--- src/rtl/dma_copy_engine.sv ---
`default_nettype none
// ============================================================================
//  Module      : dma_copy_engine
//  Description : AHB-lite register slave (SRC, DST, CTRL) driving a
//                single-channel word-copy engine over a req/ack memory port.
//                Completion is reported by a sticky done flag and a
//                one-cycle irq pulse.
//  Revision    : 1.0  initial release
// ============================================================================
module dma_copy_engine #(
    parameter logic [31:0] SRC_ADDR  = 32'h40000010,
    parameter logic [31:0] DST_ADDR  = 32'h40000060,
    parameter logic [31:0] CTRL_ADDR = 32'h40000090,
    parameter int          LEN_W     = 16
) (
    input  logic        hclk,
    input  logic        hreset,
    input  logic [31:0] haddr,
    input  logic [1:0]  htrans,
    input  logic        hwrite,
    input  logic [2:0]  hsize,
    input  logic [31:0] hwdata,
    input  logic        hready,
    output logic        hreadyout,
    output logic        hresp,
    output logic [31:0] hrdata,
    output logic        mem_req,
    output logic        mem_we,
    output logic [31:0] mem_addr,
    output logic [31:0] mem_wdata,
    input  logic        mem_ack,
    input  logic [31:0] mem_rdata,
    output logic        irq
);

    localparam logic [1:0]       ST_IDLE = 2'd0;
    localparam logic [1:0]       ST_RD   = 2'd1;
    localparam logic [1:0]       ST_WR   = 2'd2;
    localparam logic [1:0]       ST_DONE = 2'd3;
    localparam logic [LEN_W-1:0] C_ONE   = LEN_W'(1);

    logic [1:0]       state_q,     state_d;
    logic [31:0]      addr_q,      addr_d;
    logic             write_q,     write_d;
    logic             valid_q,     valid_d;
    logic [31:0]      src_q,       src_d;
    logic [31:0]      dst_q,       dst_d;
    logic [31:0]      buf_q,       buf_d;
    logic [LEN_W-1:0] remaining_q, remaining_d;
    logic             busy_q,      busy_d;
    logic             done_q,      done_d;
    logic             irq_q,       irq_d;

    logic             w_wr_ok;
    logic             w_wr_src;
    logic             w_wr_dst;
    logic             w_wr_ctrl;
    logic             w_start;
    logic             w_clr;
    logic [LEN_W-1:0] w_len;
    logic             w_rd_ack;
    logic             w_wr_ack;
    logic             w_unused;

    // Inputs that carry no information for this slave
    assign w_unused = ^{hsize, htrans[0], hwdata[29:LEN_W]};

    // Zero-wait-state slave that never signals an error
    assign hreadyout = 1'b1;
    assign hresp     = 1'b0;

    // Data-phase write decode; register writes are locked out while a copy runs
    always_comb begin
        w_wr_ok   = valid_q && write_q && !busy_q;
        w_wr_src  = w_wr_ok && (addr_q == SRC_ADDR);
        w_wr_dst  = w_wr_ok && (addr_q == DST_ADDR);
        w_wr_ctrl = w_wr_ok && (addr_q == CTRL_ADDR);
        w_start   = w_wr_ctrl && hwdata[31];
        w_clr     = w_wr_ctrl && hwdata[30];
        w_len     = hwdata[LEN_W-1:0];
        w_rd_ack  = (state_q == ST_RD) && mem_ack;
        w_wr_ack  = (state_q == ST_WR) && mem_ack;
    end

    // Read mux, only meaningful during a read data phase
    always_comb begin
        hrdata = 32'h0;
        if (valid_q && !write_q) begin
            if (addr_q == SRC_ADDR) begin
                hrdata = src_q;
            end else if (addr_q == DST_ADDR) begin
                hrdata = dst_q;
            end else if (addr_q == CTRL_ADDR) begin
                hrdata = {busy_q, done_q, {(30-LEN_W){1'b0}}, remaining_q};
            end
        end
    end

    // Copy FSM state register
    always_ff @(posedge hclk) begin
        if (hreset) begin
            state_q <= ST_IDLE;
        end else begin
            state_q <= state_d;
        end
    end

    // Copy FSM next-state: alternate read/write per word, one-cycle DONE
    always_comb begin
        state_d = state_q;
        case (state_q)
            ST_IDLE: begin
                if (w_start) begin
                    state_d = (w_len != '0) ? ST_RD : ST_DONE;
                end
            end
            ST_RD: begin
                if (mem_ack) begin
                    state_d = ST_WR;
                end
            end
            ST_WR: begin
                if (mem_ack) begin
                    state_d = (remaining_q <= C_ONE) ? ST_DONE : ST_RD;
                end
            end
            ST_DONE: begin
                state_d = ST_IDLE;
            end
            default: begin
                state_d = ST_IDLE;
            end
        endcase
    end

    // Copy FSM outputs: memory request held steady for the whole state
    always_comb begin
        mem_req   = 1'b0;
        mem_we    = 1'b0;
        mem_addr  = 32'h0;
        mem_wdata = 32'h0;
        irq       = irq_q;
        case (state_q)
            ST_RD: begin
                mem_req  = 1'b1;
                mem_addr = src_q;
            end
            ST_WR: begin
                mem_req   = 1'b1;
                mem_we    = 1'b1;
                mem_addr  = dst_q;
                mem_wdata = buf_q;
            end
            default: begin
                mem_req = 1'b0;
            end
        endcase
    end

    // Next values for the AHB pipeline, registers and copy datapath
    always_comb begin
        addr_d      = addr_q;
        write_d     = write_q;
        valid_d     = hready && htrans[1];
        src_d       = src_q;
        dst_d       = dst_q;
        buf_d       = buf_q;
        remaining_d = remaining_q;
        busy_d      = busy_q;
        done_d      = done_q;
        irq_d       = (state_q == ST_DONE);

        if (valid_d) begin
            addr_d  = haddr;
            write_d = hwrite;
        end

        if (w_wr_src) begin
            src_d = {hwdata[31:2], 2'b00};
        end
        if (w_wr_dst) begin
            dst_d = {hwdata[31:2], 2'b00};
        end
        if (w_start) begin
            remaining_d = w_len;
            busy_d      = 1'b1;
            done_d      = 1'b0;
        end else if (w_clr) begin
            done_d = 1'b0;
        end

        if (w_rd_ack) begin
            buf_d = mem_rdata;
        end
        if (w_wr_ack) begin
            src_d = src_q + 32'd4;
            dst_d = dst_q + 32'd4;
            if (remaining_q != '0) begin
                remaining_d = remaining_q - C_ONE;
            end
        end

        if (state_q == ST_DONE) begin
            busy_d = 1'b0;
            done_d = 1'b1;
        end
    end

    // Register the AHB pipeline, registers and copy datapath
    always_ff @(posedge hclk) begin
        if (hreset) begin
            addr_q      <= 32'h0;
            write_q     <= 1'b0;
            valid_q     <= 1'b0;
            src_q       <= 32'h0;
            dst_q       <= 32'h0;
            buf_q       <= 32'h0;
            remaining_q <= '0;
            busy_q      <= 1'b0;
            done_q      <= 1'b0;
            irq_q       <= 1'b0;
        end else begin
            addr_q      <= addr_d;
            write_q     <= write_d;
            valid_q     <= valid_d;
            src_q       <= src_d;
            dst_q       <= dst_d;
            buf_q       <= buf_d;
            remaining_q <= remaining_d;
            busy_q      <= busy_d;
            done_q      <= done_d;
            irq_q       <= irq_d;
        end
    end

endmodule
`default_nettype wire

--- config.mk ---
export PLATFORM = sky130hd
export DESIGN_NAME = dma_copy_engine
export DESIGN_NICKNAME = d
export VERILOG_FILES = /design/src/rtl/dma_copy_engine.sv
export SDC_FILE = /design/constraint.sdc
export NUM_CORES = 1
export LEC_CHECK = 0
export BUFFER_PORTS_ARGS = -buffer_cell sky130_fd_sc_hd__buf_2
export CORE_MARGIN = 4
export CORE_UTILIZATION = 57
export CTS_CLUSTER_DIAMETER = 100
export DETAILED_ROUTE_END_ITERATION = 7
export GPL_TIMING_DRIVEN = 0
export MAX_ROUTING_LAYER = met4
export PLACE_DENSITY_LB_ADDON = 0.25
export SLEW_MARGIN = 20
export SYNTH_ARGS = -nofsm -noshare
export SYNTH_HDL_FRONTEND = slang
export SYNTH_SLANG_ARGS = --single-unit
export TNS_END_PERCENT = 10
--- constraint.sdc ---
create_clock -name hclk -period 5.05 [get_ports hclk]
set_input_delay 0.7575 -clock hclk [delete_from_list [all_inputs] [get_ports hclk]]
set_output_delay 0.7575 -clock hclk [all_outputs]
set_load 0.03 [all_outputs]
# Yosys cells after proc, flatten, opt, wreduce, memory -nomap -nowiden

Cells that the tools add are included.

Register bits after elaboration: 151
Bits in latches: 0
RAM bits: 0
ROM bits: 0
Bits of input ports: 106
Memories: 0

$add $sub $neg: 3
Multiply operators: 0
Divide/modulo/power cells: 0
$lt $le $gt $ge: 1
Equal/unequal tests: 9
Shift-type cells: 0
Mux-type cells: 24
Bitwise operators: 0
Reductions and logical operators: 22

Operators by type and width:

| cell                    | number |
|---|---|
| $mux W32                | 9 |
| $eq A32 B31 Y1 const B  | 3 |
| $add A32 B3 Y32 const B | 2 |
| $pmux W32 S2            | 1 |
| $mux W16                | 3 |
| $reduce_bool A16 Y1     | 2 |
| $le A16 B1 Y1 const B   | 1 |
| $sub A16 B1 Y16 const B | 1 |
| $logic_and A1 B1 Y1     | 11 |
| $mux W2                 | 5 |
| $pmux W2 S4             | 1 |
| $ne A2 B2 Y1 const B    | 3 |
| $mux W1                 | 5 |
| $eq A2 B2 Y1 const B    | 2 |
| $reduce_bool A2 Y1      | 2 |
| $reduce_or A2 Y1        | 2 |
| $reduce_and A3 Y1       | 1 |
| $reduce_bool A3 Y1      | 1 |
| $eq A2 B1 Y1 const B    | 1 |
| $logic_not A1 Y1        | 2 |
| $logic_not A2 Y1        | 1 |

# Depth between registers and ports, before layout

Depth after elaboration: 7
Gate-level depth with buffers: 9
Depth with buffers taken out: 7

# Worst setup path after synthesis

OpenSTA, ideal clock, no wires.

Path type: register to output
Start point: reg addr_q[25]
End point: out hrdata[10]
Arrival time: 2287 ps
Required time: 4293 ps
Slack: 2005 ps
Stages on the path, launching flop included: 8
Cell sequence: dfxtp_1 nor4_1 nand4_1 clkbuf_1 nor3b_2 clkbuf_1 a22oi_1 nor2_1

Word-level cells in the longest chain between the ends: 5

Ends and longest elaborated chain:

| item                   | RTL line | text |
|---|---|---|
| start, declared        | 43       | `logic [31:0] addr_q, addr_d;` |
| start signal, assigned | 223      | `addr_q <= addr_d;` |
| $eq A32 B31 Y1         | 93       | `end else if (addr_q == CTRL_ADDR) begin` |
| $mux W32               | 93       |  |
| $mux W32               | 91       | `end else if (addr_q == DST_ADDR) begin` |
| $mux W32 (*)           | 89       | `if (addr_q == SRC_ADDR) begin` |
| $mux W32 (*)           | 88       | `if (valid_q && !write_q) begin` |
| end, declared          | 26       | `output logic [31:0] hrdata,` |

Mark *: on every way between the ends. The rest lies on a longest branch, timed or not.

# Worst setup path after layout

Start point: reg addr_q[22]
End point: out hrdata[30]

Same word-level chain as after synthesis.

==> run metrics <==
Reg clk slew, reported paths 0.06 ns; RSZ-0062 raised after global routing no; via count a little over 10000; Ys Warns 0; leakage power 3.77 nW; Netlist Area Pre-Place approximately 0.0086 mm2; minimum clock period about 4.6 ns; Resized cells post-CTS 0; worst hold path type register to register; pwr dens 300 mW/mm2; Final Util 71.1%; crit share post-route 91.9%; Tot GR Track Use 39.0%; I/O Buffers 197; core area 0.0146 mm2; Synth Instances 1150; Cell Area, Placed 0.00979 mm2; CP startpoint kind register; largest net degree at the start of global routing 17; worst relative slew slack 25.1%; CTS tree yes; Num CTS Buffers 17; Area Overhead vs Synth 21.3%; Final GP Congestion 1.01; vias in the first global route ~9300; CP arrival a little under 4 ns; Worst-Margin Slew ~1.1 ns; DRT Pass-1 Iters 8; Antenna Nets Post-Route 0; Final Hold Fails 0; CP max FO 10; Seq/Total Area, Yosys around a third; Worst Skew 0.00655 ns; Max Slew Vio Count 0; syn_area_per_cell 7.44 um2; Die ar. 0.0170 mm2; Avg WL per Cell 21.0 um; # Max-Cap Violations 0; setup repair bufs after CTS 0; Post-synth EDFFs 0; Hold Buf Count CTS 0; DR DRC count 2; Root Driver clkbuf_16; Die Ht 130 um; Top-Level Pins around 210; Final setup viols 0; H-tree level count 4; Unique masters post-synth 66; Die X 130 um; Worst EP required 4.29 ns; reg2reg path depth 7; design area 0.0104 mm2; main flop type after synthesis dfxtp_1; share of cells above drive strength 1 19.6%; leading cell type in the layout, fill and taps excluded buf_2; violations in the final reports DRC; Area contributors post-synth dfxtp_1 (34%), nand2_1 (8.3%), a21oi_1 (7.1%); Max Buffers Root-to-Sink 2; initial antenna violation count 0; first-pass GRT wire length 49900 um; wire length after detailed routing 32900 um; Synth async-reset ratio 0%; Design Power just over 0.003 W; Fillers 1251; Clock Latency Late Sink ~0.44 ns; f_max 215 MHz; grt total ovfl 0; CP endpoint kind output port; register bit total from synthesis 147; outcome complete, but fails checks; routed vias/inst approximately 6.6; Sink Count 147; # diodes 0; Peak VDD IR 0.284 mV; initial core utilization 58.6%; DRT iter0 DRCs 1348; hold depth 2; post-DP HPWL 24000 um; crit path kind register to output port; setup TNS 0 ns; post-synth top area cell dfxtp_1; Std-Cell Rows 44; fin nets 1483; area share of the largest cell type after synthesis between 30 and 40%; highest-count cells in the layout ignoring fill and taps buf_2 (199), nand2_1 (188), dfxtp_1 (147)
[cell type report]
cell class	count	area [um2]	area share, %
flip-flops and latches	147	2940	28.4
inverters	15	56.3	0.543
well taps	184	230	2.22
repair buffers	197	986	9.51
multi-input cells	893	5200	50.2
clock inverters	14	144	1.39
plain buffers	97	382	3.68
clock buffers	18	429	4.14
[kinds of logic (layout without fill, tap and decap cells)]
group           Yosys count  after routing  share of synthesized area, %
flops                   147            147                          34.4
simple gates            549            549                          32.6
xor+xnor                 14             14                          1.43
mux                      21             21                          2.69
other cells               2              4                        0.0878
buf+inv                 112            341                          5.12
compound gates          296            296                          22.3
fa+ha+maj                 9              9                          1.32
[state kept, by name (all words and copies together), names as in the netlist]
register,count
dst_q,30
buf_q,32
done_q,1
busy_q,1
remaining_q,16
write_q,1
state_q,2
irq,1
src_q,30
valid_q,1
addr_q,32
[power by group]
| part | total, W | switching [W] | internal [W] | leakage, nW |
|---|---|---|---|---|
| Combinational | 0.000601 | 0.000414 | 0.000187 | 2.30 |
| Clock | 0.00127 | 0.000571 | 0.000697 | 0.286 |
| Sequential | 0.00125 | 0.0000369 | 0.00121 | 1.19 |
| Total | 0.00311 | 0.00102 | 0.00209 | 3.77 |
[through the flow]
step           setup WS (ns)  std cells  hold slack, ns
3_3_place_gp            1.10       1533           0.437
6_report               0.407       1565           0.450
3_5_place_dp            1.04       1533           0.443
4_1_cts                0.571       1565           0.452
2_1_floorplan           2.01       1152           0.432
5_1_grt                0.279       1565           0.467
[critical path: stages, from the launching register on]
cell	delay (ns)
dfxtp_1	0.31
nor4_1	0.49
nand4_1	0.37
clkbuf_1	0.35
nor3b_2	0.73
clkbuf_1	0.59
a22oi_1	0.19
nor2_1	0.18
buf_2	0.23
[cell usage after synthesis, types with 3 or more instances]
| cell type | n |
|---|---|
| o311ai_0 | 6 |
| a32oi_1 | 3 |
| buf_4 | 4 |
| and4_1 | 12 |
| nand2_1 | 188 |
| xor2_1 | 7 |
| nor4_1 | 44 |
| inv_1 | 15 |
| or4_1 | 11 |
| nor3_1 | 22 |
| a21o_1 | 3 |
| or3_1 | 9 |
| mux2i_1 | 5 |
| mux2_2 | 16 |
| buf_1 | 7 |
| a22oi_1 | 65 |
| or3_2 | 3 |
| nor2_1 | 72 |
| a21oi_1 | 121 |
| a211oi_1 | 13 |
| clkbuf_1 | 84 |
| and2_1 | 41 |
| nand3_1 | 57 |
| and3_1 | 8 |
| a2bb2oi_1 | 6 |
| a31oi_1 | 29 |
| nand4_1 | 26 |
| o21ai_0 | 10 |
| o211ai_1 | 21 |
| dfxtp_1 | 147 |
| or2_2 | 4 |
| xnor2_1 | 7 |
| ha_1 | 9 |
| nor4b_1 | 3 |
| nor2b_1 | 32 |
| or4_4 | 3 |
[metal layers]
metal	GRT usage (%)	wire, um
met5	-	0
met2	58.7	14200
met1	49.1	12700
met3	10.5	4400
met4	17.2	1590
[worst paths after layout]
check	from	to	slack, ns
worst max-delay path	addr_q[22]$_SDFFE_PP0P_	hrdata[30]	0.41
worst min-delay path	buf_q[4]$_SDFFE_PP0P_	buf_q[4]$_SDFFE_PP0P_	0.45
worst max register to register	remaining_q[0]$_SDFF_PP0_	remaining_q[7]$_SDFF_PP0_	1.65
worst min register to register	buf_q[4]$_SDFFE_PP0P_	buf_q[4]$_SDFFE_PP0P_	0.45
Note: power is estimated with default switching activity, not from simulation.
